## config.mk

```make
export PLATFORM = sky130hd
export DESIGN_NAME = spi_xfer_arbiter
export DESIGN_NICKNAME = d
export VERILOG_FILES = /design/src/rtl/spi_arb_pkg.sv /design/src/rtl/spi_rr_picker.sv /design/src/rtl/spi_xfer_arbiter.sv
export SDC_FILE = /design/constraint.sdc
export NUM_CORES = 1
export LEC_CHECK = 0
export BUFFER_PORTS_ARGS = -buffer_cell sky130_fd_sc_hd__buf_2
export CAP_MARGIN = 5
export CORE_MARGIN = 2
export CORE_UTILIZATION = 50
export CTS_BUF_LIST = sky130_fd_sc_hd__clkbuf_8
export DETAILED_ROUTE_END_ITERATION = 7
export PLACE_DENSITY = 0.81
export SYNTH_ARGS = -nofsm -noshare
export SYNTH_HDL_FRONTEND = slang
export SYNTH_HIERARCHICAL = 1
export SYNTH_SLANG_ARGS = --single-unit
```

## constraint.sdc

```tcl
create_clock -name clk -period 2.65 [get_ports clk]
set_input_delay 0 -clock clk [delete_from_list [all_inputs] [get_ports clk]]
set_output_delay 0 -clock clk [all_outputs]
set_load 0.02 [all_outputs]
```

## src/rtl/spi_arb_pkg.sv

```systemverilog
// Shared types and helpers for the SPI transfer arbiter: FSM state encoding,
// the native SPI word width and modular index arithmetic.
package spi_arb_pkg;

  localparam int SPI_WORD_W = 12;

  typedef enum logic [1:0] {
    ARB_IDLE,
    ARB_LAUNCH,
    ARB_XFER,
    ARB_DONE
  } arb_state_t;

  // (base + off) mod n, valid for base < n and off < n
  function automatic int rot_idx(input int base, input int off, input int n);
    int s;
    s = base + off;
    return (s >= n) ? s - n : s;
  endfunction

endpackage

```

## src/rtl/spi_rr_picker.sv

```systemverilog
// Combinational rotate-priority picker: returns the first asserted request
// found scanning rr_ptr, rr_ptr+1, ... modulo NUM_REQ.
module spi_rr_picker
  import spi_arb_pkg::*;
#(
  parameter int NUM_REQ = 4
) (
  input  logic [NUM_REQ-1:0]         req,
  input  logic [$clog2(NUM_REQ)-1:0] rr_ptr,
  output logic                       valid,
  output logic [$clog2(NUM_REQ)-1:0] pick
);

  localparam int ID_W = $clog2(NUM_REQ);

  // NOTE: blocking (=) in combinational logic so later loop iterations see the
  // updates of earlier ones; non-blocking (<=) is reserved for clocked state.
  always_comb begin
    valid = 1'b0;
    pick  = '0;
    for (int i = 0; i < NUM_REQ; i++) begin
      if (!valid && req[rot_idx(int'(rr_ptr), i, NUM_REQ)]) begin
        valid = 1'b1;
        pick  = ID_W'(rot_idx(int'(rr_ptr), i, NUM_REQ));
      end
    end
  end

endmodule

```

## src/rtl/spi_xfer_arbiter.sv

```systemverilog
// Round-robin arbiter sharing one SPI master among NUM_REQ requesters; launches
// a transfer via spi_newd/spi_din, follows master cs, returns a 1-cycle ack.
module spi_xfer_arbiter
  import spi_arb_pkg::*;
#(
  parameter int NUM_REQ = 4,
  parameter int DATA_W  = SPI_WORD_W,
  parameter int TIMEOUT = 4095
) (
  input  logic                        clk,
  input  logic                        rst,
  input  logic [NUM_REQ-1:0]          req,
  input  logic [NUM_REQ*DATA_W-1:0]   req_data,
  output logic [NUM_REQ-1:0]          ack,
  output logic                        ack_err,
  output logic                        busy,
  output logic [$clog2(NUM_REQ)-1:0]  grant_id,
  output logic                        spi_newd,
  output logic [DATA_W-1:0]           spi_din,
  input  logic                        spi_cs
);

  localparam int ID_W  = $clog2(NUM_REQ);
  localparam int TMO_W = $clog2(TIMEOUT + 1);

  arb_state_t          state_q, state_d;
  logic [ID_W-1:0]     grant_id_q, grant_id_d;
  logic [ID_W-1:0]     rr_ptr_q, rr_ptr_d;
  logic [DATA_W-1:0]   spi_din_q, spi_din_d;
  logic                spi_newd_q, spi_newd_d;
  logic [TMO_W-1:0]    tmo_cnt_q, tmo_cnt_d;
  logic [NUM_REQ-1:0]  ack_q, ack_d;
  logic                ack_err_q, ack_err_d;
  logic                cs_q, cs_d;

  logic                pick_valid;
  logic [ID_W-1:0]     pick;
  logic                cs_fall, cs_rise, tmo_hit;

  spi_rr_picker #(
    .NUM_REQ (NUM_REQ)
  ) u_picker (
    .req    (req),
    .rr_ptr (rr_ptr_q),
    .valid  (pick_valid),
    .pick   (pick)
  );

  assign cs_fall = cs_q & ~spi_cs;
  assign cs_rise = ~cs_q & spi_cs;
  assign tmo_hit = (tmo_cnt_q == TMO_W'(TIMEOUT));

  // NOTE: every signal gets a default before the case so no path leaves it
  // unassigned; a missing assignment in always_comb would infer a latch.
  always_comb begin
    state_d    = state_q;
    grant_id_d = grant_id_q;
    rr_ptr_d   = rr_ptr_q;
    spi_din_d  = spi_din_q;
    spi_newd_d = spi_newd_q;
    tmo_cnt_d  = tmo_cnt_q;
    ack_d      = '0;
    ack_err_d  = 1'b0;
    cs_d       = spi_cs;

    // phase timer saturates so a stuck master cannot wrap it back below TIMEOUT
    if ((state_q == ARB_LAUNCH || state_q == ARB_XFER) && !tmo_hit) begin
      tmo_cnt_d = tmo_cnt_q + TMO_W'(1);
    end

    case (state_q)
      ARB_IDLE: begin
        if (pick_valid) begin
          state_d    = ARB_LAUNCH;
          grant_id_d = pick;
          spi_din_d  = req_data[int'(pick)*DATA_W +: DATA_W];
          spi_newd_d = 1'b1;
          tmo_cnt_d  = '0;
        end
      end
      ARB_LAUNCH: begin
        if (cs_fall) begin
          state_d    = ARB_XFER;
          spi_newd_d = 1'b0;
          tmo_cnt_d  = '0;
        end else if (tmo_hit) begin
          state_d           = ARB_DONE;
          spi_newd_d        = 1'b0;
          ack_d[grant_id_q] = 1'b1;
          ack_err_d         = 1'b1;
        end
      end
      ARB_XFER: begin
        if (cs_rise) begin
          state_d           = ARB_DONE;
          ack_d[grant_id_q] = 1'b1;
        end else if (tmo_hit) begin
          state_d           = ARB_DONE;
          ack_d[grant_id_q] = 1'b1;
          ack_err_d         = 1'b1;
        end
      end
      ARB_DONE: begin
        // ack is registered on entry, so it is high for exactly this state
        state_d  = ARB_IDLE;
        rr_ptr_d = ID_W'(rot_idx(int'(grant_id_q), 1, NUM_REQ));
      end
      default: begin
        state_d = ARB_IDLE;
      end
    endcase
  end

  always_ff @(posedge clk) begin
    if (rst) begin
      state_q    <= ARB_IDLE;
      grant_id_q <= '0;
      rr_ptr_q   <= '0;
      spi_din_q  <= '0;
      spi_newd_q <= 1'b0;
      tmo_cnt_q  <= '0;
      ack_q      <= '0;
      ack_err_q  <= 1'b0;
      cs_q       <= 1'b1;
    end else begin
      state_q    <= state_d;
      grant_id_q <= grant_id_d;
      rr_ptr_q   <= rr_ptr_d;
      spi_din_q  <= spi_din_d;
      spi_newd_q <= spi_newd_d;
      tmo_cnt_q  <= tmo_cnt_d;
      ack_q      <= ack_d;
      ack_err_q  <= ack_err_d;
      cs_q       <= cs_d;
    end
  end

  assign ack      = ack_q;
  assign ack_err  = ack_err_q;
  assign busy     = (state_q != ARB_IDLE);
  assign grant_id = grant_id_q;
  assign spi_newd = spi_newd_q;
  assign spi_din  = spi_din_q;

endmodule

```

==> impl_results.md, run 1 <==
- Result of the run: complete, no violations
- Endpoint kind of the worst setup timing path: flop
- Number of search-and-repair iterations in the first detailed-routing pass: 4
- Sequential area share after synthesis: between 30 and 40%
- Startpoint-to-endpoint class of the critical path: reg2reg
- Net count after synthesis: approximately 280
- Static Leakage: between 1 and 1.5 nW
- EDFF count, synth: 0
- Critical path peak fanout: 13
- Number of hold violations in the final report: 0
- RSZ-0062 raised after global routing: false
- Starting Density: 53.0%
- Die area: ~0.0045 mm2
- Fraction of final layout cells with drive strength greater than 1: a little over a third
- Number of buffers added on ports: 75
- Share of cell area taken by muxes after synthesis: between 10% and 20%
- Clock transition time at the flip-flop clock pins of the worst setup and hold paths: 0.07 ns
- Placed standard-cell area: approximately 0.0024 mm2
- Clk network pwr share: a little under a quarter
- CTS tree: built
- Sinks on Clock Net: 37
- Net load switching power: roughly 0.6 mW
- Setup TNS Final: 0 ns
- Critical register-to-register path startpoint: rr_ptr_q[0]
- Internal power contribution: between 1 and 1.5 mW
- Core area: 0.00374 mm2
- Number of cells produced by synthesis: around 220
- Cell area after layout: between 0.002 and 0.0025 mm2
- Overflow left after global routing: 0
- Data required time at the worst endpoint: 2.81 ns
- Hold path start: rst
- Number of inserted diodes: 0
- Ranking of synthesized cells by area: sky130_fd_sc_hd__dfxtp_1, sky130_fd_sc_hd__mux4_2, sky130_fd_sc_hd__nand2_1
- Final period demand of the worst path: 1.99 ns
- Num rows: 22
- Via-to-Cell Ratio: 5.46
- Share of synthesized cell area in full adder, half adder and majority cells: 5.68%
- Crit path arrival time: between 2 and 2.5 ns
- Top_reg_cell synth: sky130_fd_sc_hd__dfxtp_1
- Share of the synthesized area in the top cell type: around 37%
- Total clock buffers created by CTS: 5
- Vias after detailed routing: about 1.9k
- I/O Pins: 76
- Avg Inst Size Synth: 9.10 um2
- Nets@finish: between 300 and 400
- Worst-case reg-to-reg path depth: 7
- Number of max-cap violations: 0
- Switching Fraction: 37.0%
- Proportion of register bits with asynchronous set or reset after synthesis: 0%
- Number of antenna-violating nets in the routed design: 0
- Worst VDD drop: approximately 0.40 mV
- Synth Warn #: 6
- Max-slew violation count: 0
- Synth-to-Final Area Change: 25.9%
- Post-DP HPWL: about 3400 um
- FMAX: ~0.50 GHz
- Combinational family with the most area after synthesis: simple AND/OR/NAND/NOR gates
- Wirelength per Cell: 13.1 um
- Power share of the sequential group: 41.4%
- Biggest area consumer among synthesized cells: sky130_fd_sc_hd__dfxtp_1
- Gp weighted congestion: 0.796
- Detailed Route WL: around 4500 um
- DIE HEIGHT: around 67 um
- Post-synthesis register bit count: 37
- Worst reg-to-reg setup slack: between 0.6 and 0.7 ns
- Top post-synthesis cells by count: sky130_fd_sc_hd__dfxtp_1, sky130_fd_sc_hd__nand2_1, sky130_fd_sc_hd__a21oi_1, sky130_fd_sc_hd__mux4_2, sky130_fd_sc_hd__nor2_1
- Final critical-path share of the clock period: about three quarters
- Hold-fix buffers at CTS: 1
- Final setup violation count: 0
- Largest net degree at the start of global routing: 23
- CP Launch Type: flop
- Simple-gate area share of the yosys netlist: between 20% and 30%
- Worst Max-Slew Pin Slew: 0.526 ns
- Post-cts repair resize count: 0
- Relative contribution of combinational cells to total power: between 30% and 40%
- Syn Std Cell Area: between 0.0015 and 0.002 mm2
- Hold endpoint: rr_ptr_q[1]
- Count of distinct cell types in the synthesized netlist: between 40 and 50
- Wire length of the first global-routing pass: ~7200 um
- Worst slew margin: between 60% and 70%
- Fraction of synthesized cell area in xor and xnor cells: about 1.8%
- Insertion delay of the later-clocked pin in the worst-skew pair: 0.29 ns
- Post-CTS setup buffers: 0
- H-tree depth: 2
- Width of the die: between 60 and 70 um
- Clock Tree Root: sky130_fd_sc_hd__clkbuf_8
- Worst hold stages: 2
- Kind of path behind the tightest hold check: in2reg
- Via count of the first global-routing pass: roughly 1.7k
- Antenna violations before repair: 0
- Pwr Density: 652 mW/mm2
- Complex-gate fraction of the synthesized area: ~15%
- Worst setup skew after layout: 0.00520 ns
- FF-to-FF End: spi_din[0]
- Remaining DRCs: 0
- Overall Global Routing Usage: about a fifth
- Number of design-rule violations left by the first detailed-router iteration: ~120
- Clk buf depth: 2
critical path, cell delays in order (launching register included):
cell                      delay [ns]
sky130_fd_sc_hd__dfxtp_1        0.39
sky130_fd_sc_hd__inv_2          0.05
sky130_fd_sc_hd__a221o_1        0.33
sky130_fd_sc_hd__a21oi_2        0.13
sky130_fd_sc_hd__buf_4          0.26
sky130_fd_sc_hd__mux4_2         0.55
sky130_fd_sc_hd__nand2_1        0.08
sky130_fd_sc_hd__a21oi_1        0.06
how the worst max path moves through the flow:
stage	from	end	slack, ns	depth (start not counted)
floorplan	rr_ptr_q[0]	spi_din[1]	0.54	7
global placement	rr_ptr_q[0]	spi_din[0]	0.71	7
finish	rr_ptr_q[0]	spi_din[0]	0.66	7
CTS	rr_ptr_q[0]	spi_din[10]	0.65	7
detailed placement	rr_ptr_q[0]	spi_din[0]	0.67	7
global route	state_q[0]	tmo_cnt_q[7]	0.53	6
through the flow:
| stage | hold slack, ns | util, % | std cells | power [mW] | setup slack, ns |
|---|---|---|---|---|---|
| after global routing | 0.136 | 66.7 | 344 | 1.74 | 0.529 |
| final | 0.112 | 66.7 | 344 | 1.63 | 0.665 |
| after floorplan | 0.107 | - | 218 | 1.09 | 0.544 |
| after global placement | 0.223 | 64.2 | 335 | 1.25 | 0.714 |
| after detailed placement | 0.238 | 64.2 | 335 | 1.26 | 0.673 |
| after CTS | 0.105 | 66.7 | 344 | 1.64 | 0.652 |
logic make-up after synthesis:
| kind of cell | count (synthesis) |
|---|---|
| flip-flops | 37 |
| multiplexers | 13 |
| buffers and inverters | 20 |
| AND/OR/NAND/NOR | 88 |
| adder cells (fa/ha/maj) | 9 |
| AO/OA/AOI/OAI | 47 |
| XOR/XNOR | 4 |
power by group through the flow:
stage                     clock network, mW  registers [mW]  logic, mW
after floorplan                           0           0.744      0.351
after global placement                    0           0.681      0.570
after detailed placement                  0           0.686      0.578
after CTS                             0.382           0.674      0.585
after global routing                  0.409           0.684      0.652
final                                 0.371           0.673      0.582
placed cells by master (no fill, tap or decap), types with 2 or more instances in the layout:
master                      instances
sky130_fd_sc_hd__buf_2             75
sky130_fd_sc_hd__nand2_1           37
sky130_fd_sc_hd__dfxtp_1           37
sky130_fd_sc_hd__a21oi_1           23
sky130_fd_sc_hd__inv_1             12
sky130_fd_sc_hd__nor2_1            12
sky130_fd_sc_hd__mux4_2            12
sky130_fd_sc_hd__ha_1               9
sky130_fd_sc_hd__nor3_1             8
sky130_fd_sc_hd__nand3_1            6
sky130_fd_sc_hd__o21ai_0            5
sky130_fd_sc_hd__clkbuf_8           5
sky130_fd_sc_hd__and2_2             4
sky130_fd_sc_hd__a211oi_1           4
sky130_fd_sc_hd__nand2b_1           3
sky130_fd_sc_hd__a31oi_1            3
sky130_fd_sc_hd__xnor2_1            3
sky130_fd_sc_hd__and2_1             2
sky130_fd_sc_hd__nand4_1            2
sky130_fd_sc_hd__o21a_1             2
sky130_fd_sc_hd__nor4_1             2
sky130_fd_sc_hd__or2_2              2
sky130_fd_sc_hd__and3_1             2
sky130_fd_sc_hd__a2111oi_0          2
sky130_fd_sc_hd__clkinv_2           2
sky130_fd_sc_hd__buf_4              2
per-layer routing:
metal	up-vias	GRT usage [%]	wire (um)
met5	-	0	0
met4	0	7.14	68
met3	8	6.08	338
met2	74	35.1	2200
met1	861	26.8	1890
li1	936	-	-
registers in the layout, indices dropped and copies added, names as in the netlist:
signal and count:
spi_newd 1, tmo_cnt_q 12, cs_q 1, state_q 2, ack 4, grant_id 2
rr_ptr_q 2, spi_din 12, ack_err 1
area by class of cell:
class,count,area [um2]
fillers,317,1250
repair buffers,78,400
clock inverters,3,13.8
inverters,12,45.0
flip-flops and latches,37,741
multi-input cells,161,1170
clock buffers,5,68.8
well taps,48,60.1
(Power assumes the default switching activity.)
==> inputs of run 2 (changes only) <==
--- a/config.mk
+++ b/config.mk
@@ -5,13 +5,14 @@
 export SDC_FILE = /design/constraint.sdc
 export NUM_CORES = 1
 export LEC_CHECK = 0
+export ABC_AREA = 1
 export BUFFER_PORTS_ARGS = -buffer_cell sky130_fd_sc_hd__buf_2
 export CAP_MARGIN = 5
 export CORE_MARGIN = 2
 export CORE_UTILIZATION = 50
 export CTS_BUF_LIST = sky130_fd_sc_hd__clkbuf_8
 export DETAILED_ROUTE_END_ITERATION = 7
-export PLACE_DENSITY = 0.81
+export PLACE_DENSITY = 0.78
 export SYNTH_ARGS = -nofsm -noshare
 export SYNTH_HDL_FRONTEND = slang
 export SYNTH_HIERARCHICAL = 1
==> constraint.sdc (replaced) <==
create_clock -name clk -period 2 [get_ports clk]
set_input_delay 0 -clock clk [delete_from_list [all_inputs] [get_ports clk]]
set_output_delay 0 -clock clk [all_outputs]
set_load 0.02 [all_outputs]
==> run 2 against run 1 <==
Against the previous run:
- synthesized cell count increased by 82%
- clock skew increased by 0.0038 ns
- sequential power increased by 33%
- sequential share of layout area decreased by 6.5 points
- hold slack got worse by 0.090 ns
- non-clock buffer count increased by 15
- critical path type unchanged
- critical endpoint is now spi_din[2]
- flip-flop and latch count unchanged
- highest routed layer unchanged
- core utilization increased by 1.4 points
- largest cell class unchanged
- critical path depth increased by 8
==> impl_results.md, run 2 <==
- Result of the run: complete, no violations
- Endpoint kind of the worst setup timing path: flop
- Setup TNS Final: 0 ns
- Total area of multi-input combinational cells: ~0.0015 mm2
- Critical register-to-register path startpoint: rr_ptr_q[0]
- Number of max-cap violations: 0
- Max-slew violation count: 0
- Final period demand of the worst path: roughly 2.0 ns
- Clock transition time at the flip-flop clock pins of the worst setup and hold paths: 0.08 ns
- Area of all sequential standard cells: between 700 and 800 um2
- Width of the die: between 70 and 80 um
- H-tree depth: 2
- Pwr Density: roughly 750 mW/mm2
- Worst setup skew after layout: approximately 0.009 ns
- Total clock buffers created by CTS: 5
- Core area: around 0.0047 mm2
- Proportion of register bits with asynchronous set or reset after synthesis: 0%
- Kind of path behind the tightest hold check: in2reg
- Clk buf depth: 2
- Via-to-Cell Ratio: around 4.9
- Count of distinct cell types in the synthesized netlist: 26
- Post-synthesis register bit count: 37
- DP Worst Slack: -0.0704 ns
- Net count after synthesis: between 400 and 500
- Clock Tree Root: sky130_fd_sc_hd__clkbuf_8
- Crit path arrival time: roughly 2.2 ns
- Data required time at the worst endpoint: between 2 and 2.5 ns
- Overflow left after global routing: 0
- Worst Max-Slew Pin Slew: ~0.33 ns
- Vias after detailed routing: approximately 2.7k
- Antenna violations before repair: 0
- Fraction of final layout cells with drive strength greater than 1: 30.6%
- Cell area after layout: about 0.0032 mm2
- CP Launch Type: flop
- Detailed Route WL: 6100 um
- Syn Std Cell Area: about 0.0024 mm2
- Final setup violation count: 0
- Startpoint-to-endpoint class of the critical path: reg2reg
- EDFF count, synth: 0
- Post-DP HPWL: approximately 4500 um
- FMAX: between 0.5 and 0.6 GHz
- Biggest area consumer among synthesized cells: sky130_fd_sc_hd__dfxtp_1
- Insertion delay of the later-clocked pin in the worst-skew pair: 0.30 ns
- Number of inserted diodes: 0
- Remaining DRCs: 0
- Critical path peak fanout: 7
- Hold path start: req_data[15]
- Top_reg_cell synth: sky130_fd_sc_hd__dfxtp_1
- Number of buffers added on ports: 75
- Number of design-rule violations left by the first detailed-router iteration: ~110
- Largest net degree at the start of global routing: 26
- Share of the synthesized area in the top cell type: between 30% and 40%
- Synth-to-Final Area Change: 31.4%
- RSZ-0062 raised after global routing: true
- Static Leakage: between 1.5 and 2 nW
- Number of cells produced by synthesis: 396
- Worst VDD drop: 0.475 mV
- CP startpoint: rr_ptr_q[0]
- Placed standard-cell area: 0.00296 mm2
- Wire length of the first global-routing pass: approximately 9600 um
- Number of antenna-violating nets in the routed design: 0
- Layout fillers: 416
- Highest-count cells in the layout ignoring fill and taps: sky130_fd_sc_hd__nor2_1, sky130_fd_sc_hd__buf_2, sky130_fd_sc_hd__nand2_1, sky130_fd_sc_hd__inv_1, sky130_fd_sc_hd__dfxtp_1
- Sinks on Clock Net: 37
- Wirelength per Cell: around 11 um
- Final critical-path setup slack: 0.0331 ns
- Nets@finish: approximately 550
- Top post-synthesis cells by count: sky130_fd_sc_hd__nor2_1, sky130_fd_sc_hd__nand2_1, sky130_fd_sc_hd__inv_1, sky130_fd_sc_hd__o21ai_0, sky130_fd_sc_hd__dfxtp_1
- Avg Inst Size Synth: around 6.2 um2
- Starting Density: about half
- CTS tree: built
- Sequential area share after synthesis: a little under a third
- Synth Warn #: 6
- DIE HEIGHT: around 74 um
- Number of search-and-repair iterations in the first detailed-routing pass: 5
- Overall Global Routing Usage: 21.9%
- Most frequent standard cell in the layout excluding fill and tap cells: sky130_fd_sc_hd__nor2_1
- Via count of the first global-routing pass: ~2.3k
- Ranking of synthesized cells by area: sky130_fd_sc_hd__dfxtp_1, sky130_fd_sc_hd__nor2_1, sky130_fd_sc_hd__nand2_1
- Die area: 0.00547 mm2
- Most frequent cell after synthesis: sky130_fd_sc_hd__nor2_1
- Final critical-path share of the clock period: a little over nine tenths
- Worst slew margin: between 70 and 80%
- Number of hold violations in the final report: 0
- I/O Pins: 76
- Gp weighted congestion: 0.865
- Num rows: 25
==> run 2: changes by cell type after synthesis, moves of 4 or more <==
cell                      delta
sky130_fd_sc_hd__o21ai_1    +11
sky130_fd_sc_hd__nor2_1     +78
sky130_fd_sc_hd__and2_2      -4
sky130_fd_sc_hd__nand2_1    +34
sky130_fd_sc_hd__inv_1      +39
sky130_fd_sc_hd__nor3_1      -7
sky130_fd_sc_hd__a21oi_1    -14
sky130_fd_sc_hd__nand3_1     +9
sky130_fd_sc_hd__nand2_2    +12
sky130_fd_sc_hd__o21ai_0    +45
sky130_fd_sc_hd__buf_2       +7
sky130_fd_sc_hd__mux4_2     -12
sky130_fd_sc_hd__nand3_2     +4
==> run 2: path summary, 6_finish.rpt <==
check | slack, ns | cells past startpoint | end
setup / recovery | 0.03 | 15 | spi_din[2]
hold / removal | 0.02 | 5 | spi_din[3]
setup reg to reg | 0.03 | 15 | spi_din[2]
hold reg to reg | 0.49 | 2 | spi_newd
==> run 2: layer usage <==
| layer | routed length [um] | global-route usage, % | share of wire (%) |
|---|---|---|---|
| met5 | 0 | 0 | 0 |
| met2 | 2890 | 36.8 | 47 |
| met1 | 2760 | 28.5 | 45 |
| met4 | 120 | 6.46 | 2.0 |
| met3 | 333 | 4.20 | 5.5 |
==> run 2: worst max-delay path: stages, from the launching register on <==
cell	delay, ns
sky130_fd_sc_hd__dfxtp_4	0.37
sky130_fd_sc_hd__buf_6	0.13
sky130_fd_sc_hd__nand2_2	0.05
sky130_fd_sc_hd__nand2_2	0.06
sky130_fd_sc_hd__nand2_2	0.07
sky130_fd_sc_hd__nand2_2	0.07
sky130_fd_sc_hd__nor2_4	0.13
sky130_fd_sc_hd__buf_6	0.11
sky130_fd_sc_hd__nand3b_1	0.14
sky130_fd_sc_hd__nand2_2	0.13
sky130_fd_sc_hd__buf_6	0.13
sky130_fd_sc_hd__clkinvlp_4	0.17
sky130_fd_sc_hd__nor2_1	0.14
sky130_fd_sc_hd__nor2_1	0.05
sky130_fd_sc_hd__o21ai_1	0.08
sky130_fd_sc_hd__inv_1	0.05
==> run 2: cell type report <==
type / instances / share of cell area, %
multi-input combinational: 293 / 46.1
sequential: 37 / 23.2
timing repair buffer: 93 / 18.0
inverter: 52 / 6.27
tap: 67 / 2.61
clock buffer: 5 / 2.14
clock inverter: 3 / 1.44
timing repair inverter: 1 / 0.234
==> run 2: cells by family (layout without fill, tap and decap cells) <==
group,after synthesis,in the layout,synth area share [%]
AND/OR/NAND/NOR,206,206,37.1
XOR/XNOR,3,3,1.07
flip-flops,37,37,30.3
AO/OA/AOI/OAI,75,75,15.9
adder cells (fa/ha/maj),9,9,4.60
buffers and inverters,66,154,11.1
==> run 2: timing repair <==
action | in CTS | in global routing
cloned | 0 | 2
hold buffers | 1 | 0
buffers inserted | 0 | 2
endpoints found under the hold margin | 1 | 0
resized for setup | 2 | 45
setup endpoints to repair | 16 | 25
pin swaps | 0 | 13
==> run 2: per-stage QoR <==
| stage | utilization [%] | power [mW] | hold slack (ns) | cells |
|---|---|---|---|---|
| 3_5_place_dp | 62.6 | 1.70 | 0.205 | 538 |
| 6_report | 68.1 | 2.42 | 0.0219 | 551 |
| 5_1_grt | 68.1 | 2.59 | 0.0346 | 551 |
| 3_3_place_gp | 62.6 | 1.69 | 0.202 | 538 |
| 4_1_cts | 65.3 | 2.35 | 0.0322 | 547 |
| 2_1_floorplan | - | 1.43 | 0.108 | 396 |
==> run 2: report_power, final <==
part	switching, mW	total (mW)	internal [mW]
logic	0.533	0.872	0.339
registers	0.0718	0.897	0.825
clock network	0.283	0.656	0.373
total	0.888	2.42	1.54
==> inputs of run 3 (changes only) <==
--- a/config.mk
+++ b/config.mk
@@ -5,14 +5,14 @@
 export SDC_FILE = /design/constraint.sdc
 export NUM_CORES = 1
 export LEC_CHECK = 0
-export ABC_AREA = 1
 export BUFFER_PORTS_ARGS = -buffer_cell sky130_fd_sc_hd__buf_2
 export CAP_MARGIN = 5
 export CORE_MARGIN = 2
 export CORE_UTILIZATION = 50
 export CTS_BUF_LIST = sky130_fd_sc_hd__clkbuf_8
 export DETAILED_ROUTE_END_ITERATION = 7
-export PLACE_DENSITY = 0.78
+export PLACE_DENSITY = 0.81
+export RECOVER_POWER = 25
 export SYNTH_ARGS = -nofsm -noshare
 export SYNTH_HDL_FRONTEND = slang
 export SYNTH_HIERARCHICAL = 1
==> run 3 against run 2 <==
Against the previous run:
- clock-buffer cell count increased by 2
- via count fell by 29%
- power fell by 6.2%
- cell count decreased by 36%
- flip-flop and latch count did not move
- combinational power is 6.5% lower
- wire length shrank 25%
- register-to-register slack improved by 0.06 ns
- global-route usage rose by 0.72 points
- clock skew fell by 0.0032 ns
==> impl_results.md, run 3 (same netlist as run 1, synthesis figures left out) <==
- Area of all sequential standard cells: ~740 um2
- Die area: about 0.0045 mm2
- Clk network pwr share: about 25%
- Highest-count cells in the layout ignoring fill and taps: sky130_fd_sc_hd__buf_2, sky130_fd_sc_hd__nand2_1, sky130_fd_sc_hd__dfxtp_1, sky130_fd_sc_hd__a21oi_1, sky130_fd_sc_hd__clkbuf_1
- Number of hold violations in the final report: 0
- Endpoint kind of the worst setup timing path: flop
- Clk buf depth: 2
- Layout fillers: between 300 and 400
- Final critical-path setup slack: between 0.09 and 0.1 ns
- Relative contribution of combinational cells to total power: roughly 36%
- Via count of the first global-routing pass: 1768
- Internal power contribution: 1.46 mW
- Gp weighted congestion: 0.860
- RSZ-0062 raised after global routing: false
- Final standard cell count with taps included and fillers excluded: 352
- Number of buffers added on ports: 75
- Number of inserted diodes: 0
- Crit path cell chain: inv_2, a221o_1, a21oi_2, buf_6, mux4_2, nand2_1, a21oi_1
- Final period demand of the worst path: approximately 1.9 ns
- Switching Fraction: between 30% and 40%
- Startpoint-to-endpoint class of the critical path: reg2reg
- Nets@finish: between 300 and 400
- Sinks on Clock Net: 37
- Clock Tree Root: sky130_fd_sc_hd__clkbuf_8
- Detailed Route WL: around 4600 um
- Worst Max-Slew Pin Slew: 0.559 ns
- Number of search-and-repair iterations in the first detailed-routing pass: 4
- Power share of the sequential group: roughly two fifths
- Hold Slack: 0.109 ns
- Vias after detailed routing: roughly 1.9k
- Pwr Density: approximately 890 mW/mm2
- Result of the run: complete, no violations
- CP Launch Type: flop
- Setup TNS Final: 0 ns
- DIE HEIGHT: roughly 67 um
- Placed standard-cell area: 0.00246 mm2
- Antenna violations before repair: 0
- Width of the die: roughly 67 um
- Remaining DRCs: 0
- Total area of multi-input combinational cells: approximately 0.0012 mm2
- Critical Path Max Stage Delay: between 0.5 and 0.6 ns
- End-of-flow core utilization: slightly below 70%
- Worst VDD drop: 0.512 mV
- Total Power: 2.27 mW
- CP max-delay cell: sky130_fd_sc_hd__mux4_2
- Final critical-path share of the clock period: a little over nine tenths
- Most frequent standard cell in the layout excluding fill and tap cells: sky130_fd_sc_hd__buf_2
- Crit path arrival time: 2.06 ns
- Number of max-cap violations: 0
- Overflow left after global routing: 0
- Post-DP HPWL: roughly 3700 um
- Via-to-Cell Ratio: approximately 5.4
- Data required time at the worst endpoint: between 2 and 2.5 ns
- Core area: 0.00374 mm2
- Static Leakage: ~1.1 nW
- Num rows: 22
- CTS tree: built
- Worst slew margin: a little over 60%
- Fraction of final layout cells with drive strength greater than 1: roughly 34%
- FMAX: 0.525 GHz
- Number of antenna-violating nets in the routed design: 0
- Total clock buffers created by CTS: 5
- Critical path peak fanout: 8
- Overall Global Routing Usage: a little under a quarter
- Wirelength per Cell: about 13 um
- Largest net degree at the start of global routing: 23
- Starting Density: around 53%
- Net load switching power: approximately 0.81 mW
- Cell area after layout: 0.00257 mm2
- Kind of path behind the tightest hold check: in2reg
- Worst setup skew after layout: about 0.0058 ns
- Wire length of the first global-routing pass: about 7600 um
- H-tree depth: 2
- Number of design-rule violations left by the first detailed-router iteration: 86
- Clock transition time at the flip-flop clock pins of the worst setup and hold paths: about 0.070 ns
- Count of placed standard cells including taps: about 340
- DP Worst Slack: 0.0648 ns
- Synth-to-Final Area Change: 29.5%
- Final setup violation count: 0
- I/O Pins: between 70 and 80
- Max-slew violation count: 0
- Insertion delay of the later-clocked pin in the worst-skew pair: between 0.2 and 0.3 ns
==> run 3: cell count changes in the layout (fill, tap and decap cells not counted), moves of 8 or more <==
cell / previous run / this run
sky130_fd_sc_hd__clkbuf_1: 0 / 14
sky130_fd_sc_hd__inv_1: 47 / 11
sky130_fd_sc_hd__buf_2: 75 / 61
sky130_fd_sc_hd__nand2_1: 70 / 37
sky130_fd_sc_hd__mux4_2: 0 / 12
sky130_fd_sc_hd__nand2_2: 12 / 0
sky130_fd_sc_hd__a21oi_1: 10 / 23
sky130_fd_sc_hd__nor2_1: 83 / 12
sky130_fd_sc_hd__o21ai_1: 24 / 0
sky130_fd_sc_hd__nand3_1: 14 / 6
sky130_fd_sc_hd__nor2_2: 10 / 0
sky130_fd_sc_hd__o21ai_0: 32 / 5
==> run 3: path summary, 6_finish.rpt <==
path | start | end | slack, ns | cells past startpoint
setup / recovery | rr_ptr_q[0] | spi_din[2] | 0.09 | 7
hold / removal | rst | rr_ptr_q[1] | 0.11 | 2
setup reg to reg | rr_ptr_q[0] | spi_din[2] | 0.09 | 7
hold reg to reg | spi_din[4] | spi_din[4] | 0.45 | 2
==> run 3: routing by layer <==
layer  vias to the layer above  routed length [um]  global-route usage (%)  share of wire [%]
met1                       863                1930                    26.8                 42
met2                        67                2230                    37.4                 49
li1                        953                   -                       -                  -
met4                         0                  56                    7.14                1.2
met5                         -                   0                       0                  0
met3                         7                 366                    8.95                8.0
==> run 3: area by class of cell <==
cell class              instances  area share, %
multi-input cells             161           45.7
flip-flops and latches         37           28.8
repair buffers                 86           17.4
clock buffers                   7           3.75
well taps                      48           2.34
inverters                      12           1.75
clock inverters                 1          0.195
==> run 3: worst max-delay path: cells and delay by family (launching register included) <==
| kind | cells | cell delay, ns |
|---|---|---|
| AO/OA/AOI/OAI | 3 | 0.57 |
| flip-flops | 1 | 0.38 |
| buffers and inverters | 2 | 0.24 |
| multiplexers | 1 | 0.51 |
| AND/OR/NAND/NOR | 1 | 0.08 |
==> run 3: power groups by stage <==
stage / combinational (mW) / sequential, mW / clock [mW]
final: 0.815 / 0.892 / 0.568
after global routing: 0.897 / 0.905 / 0.616
after CTS: 0.826 / 0.891 / 0.582
after detailed placement: 0.825 / 0.907 / 0
after global placement: 0.806 / 0.905 / 0
after floorplan: 0.466 / 0.985 / 0
==> run 3: repair_timing <==
action	in CTS	in global routing
setup endpoints to repair	0	5
endpoints found under the hold margin	1	0
hold buffers	1	0
buffers inserted	0	0
resized for setup	0	3
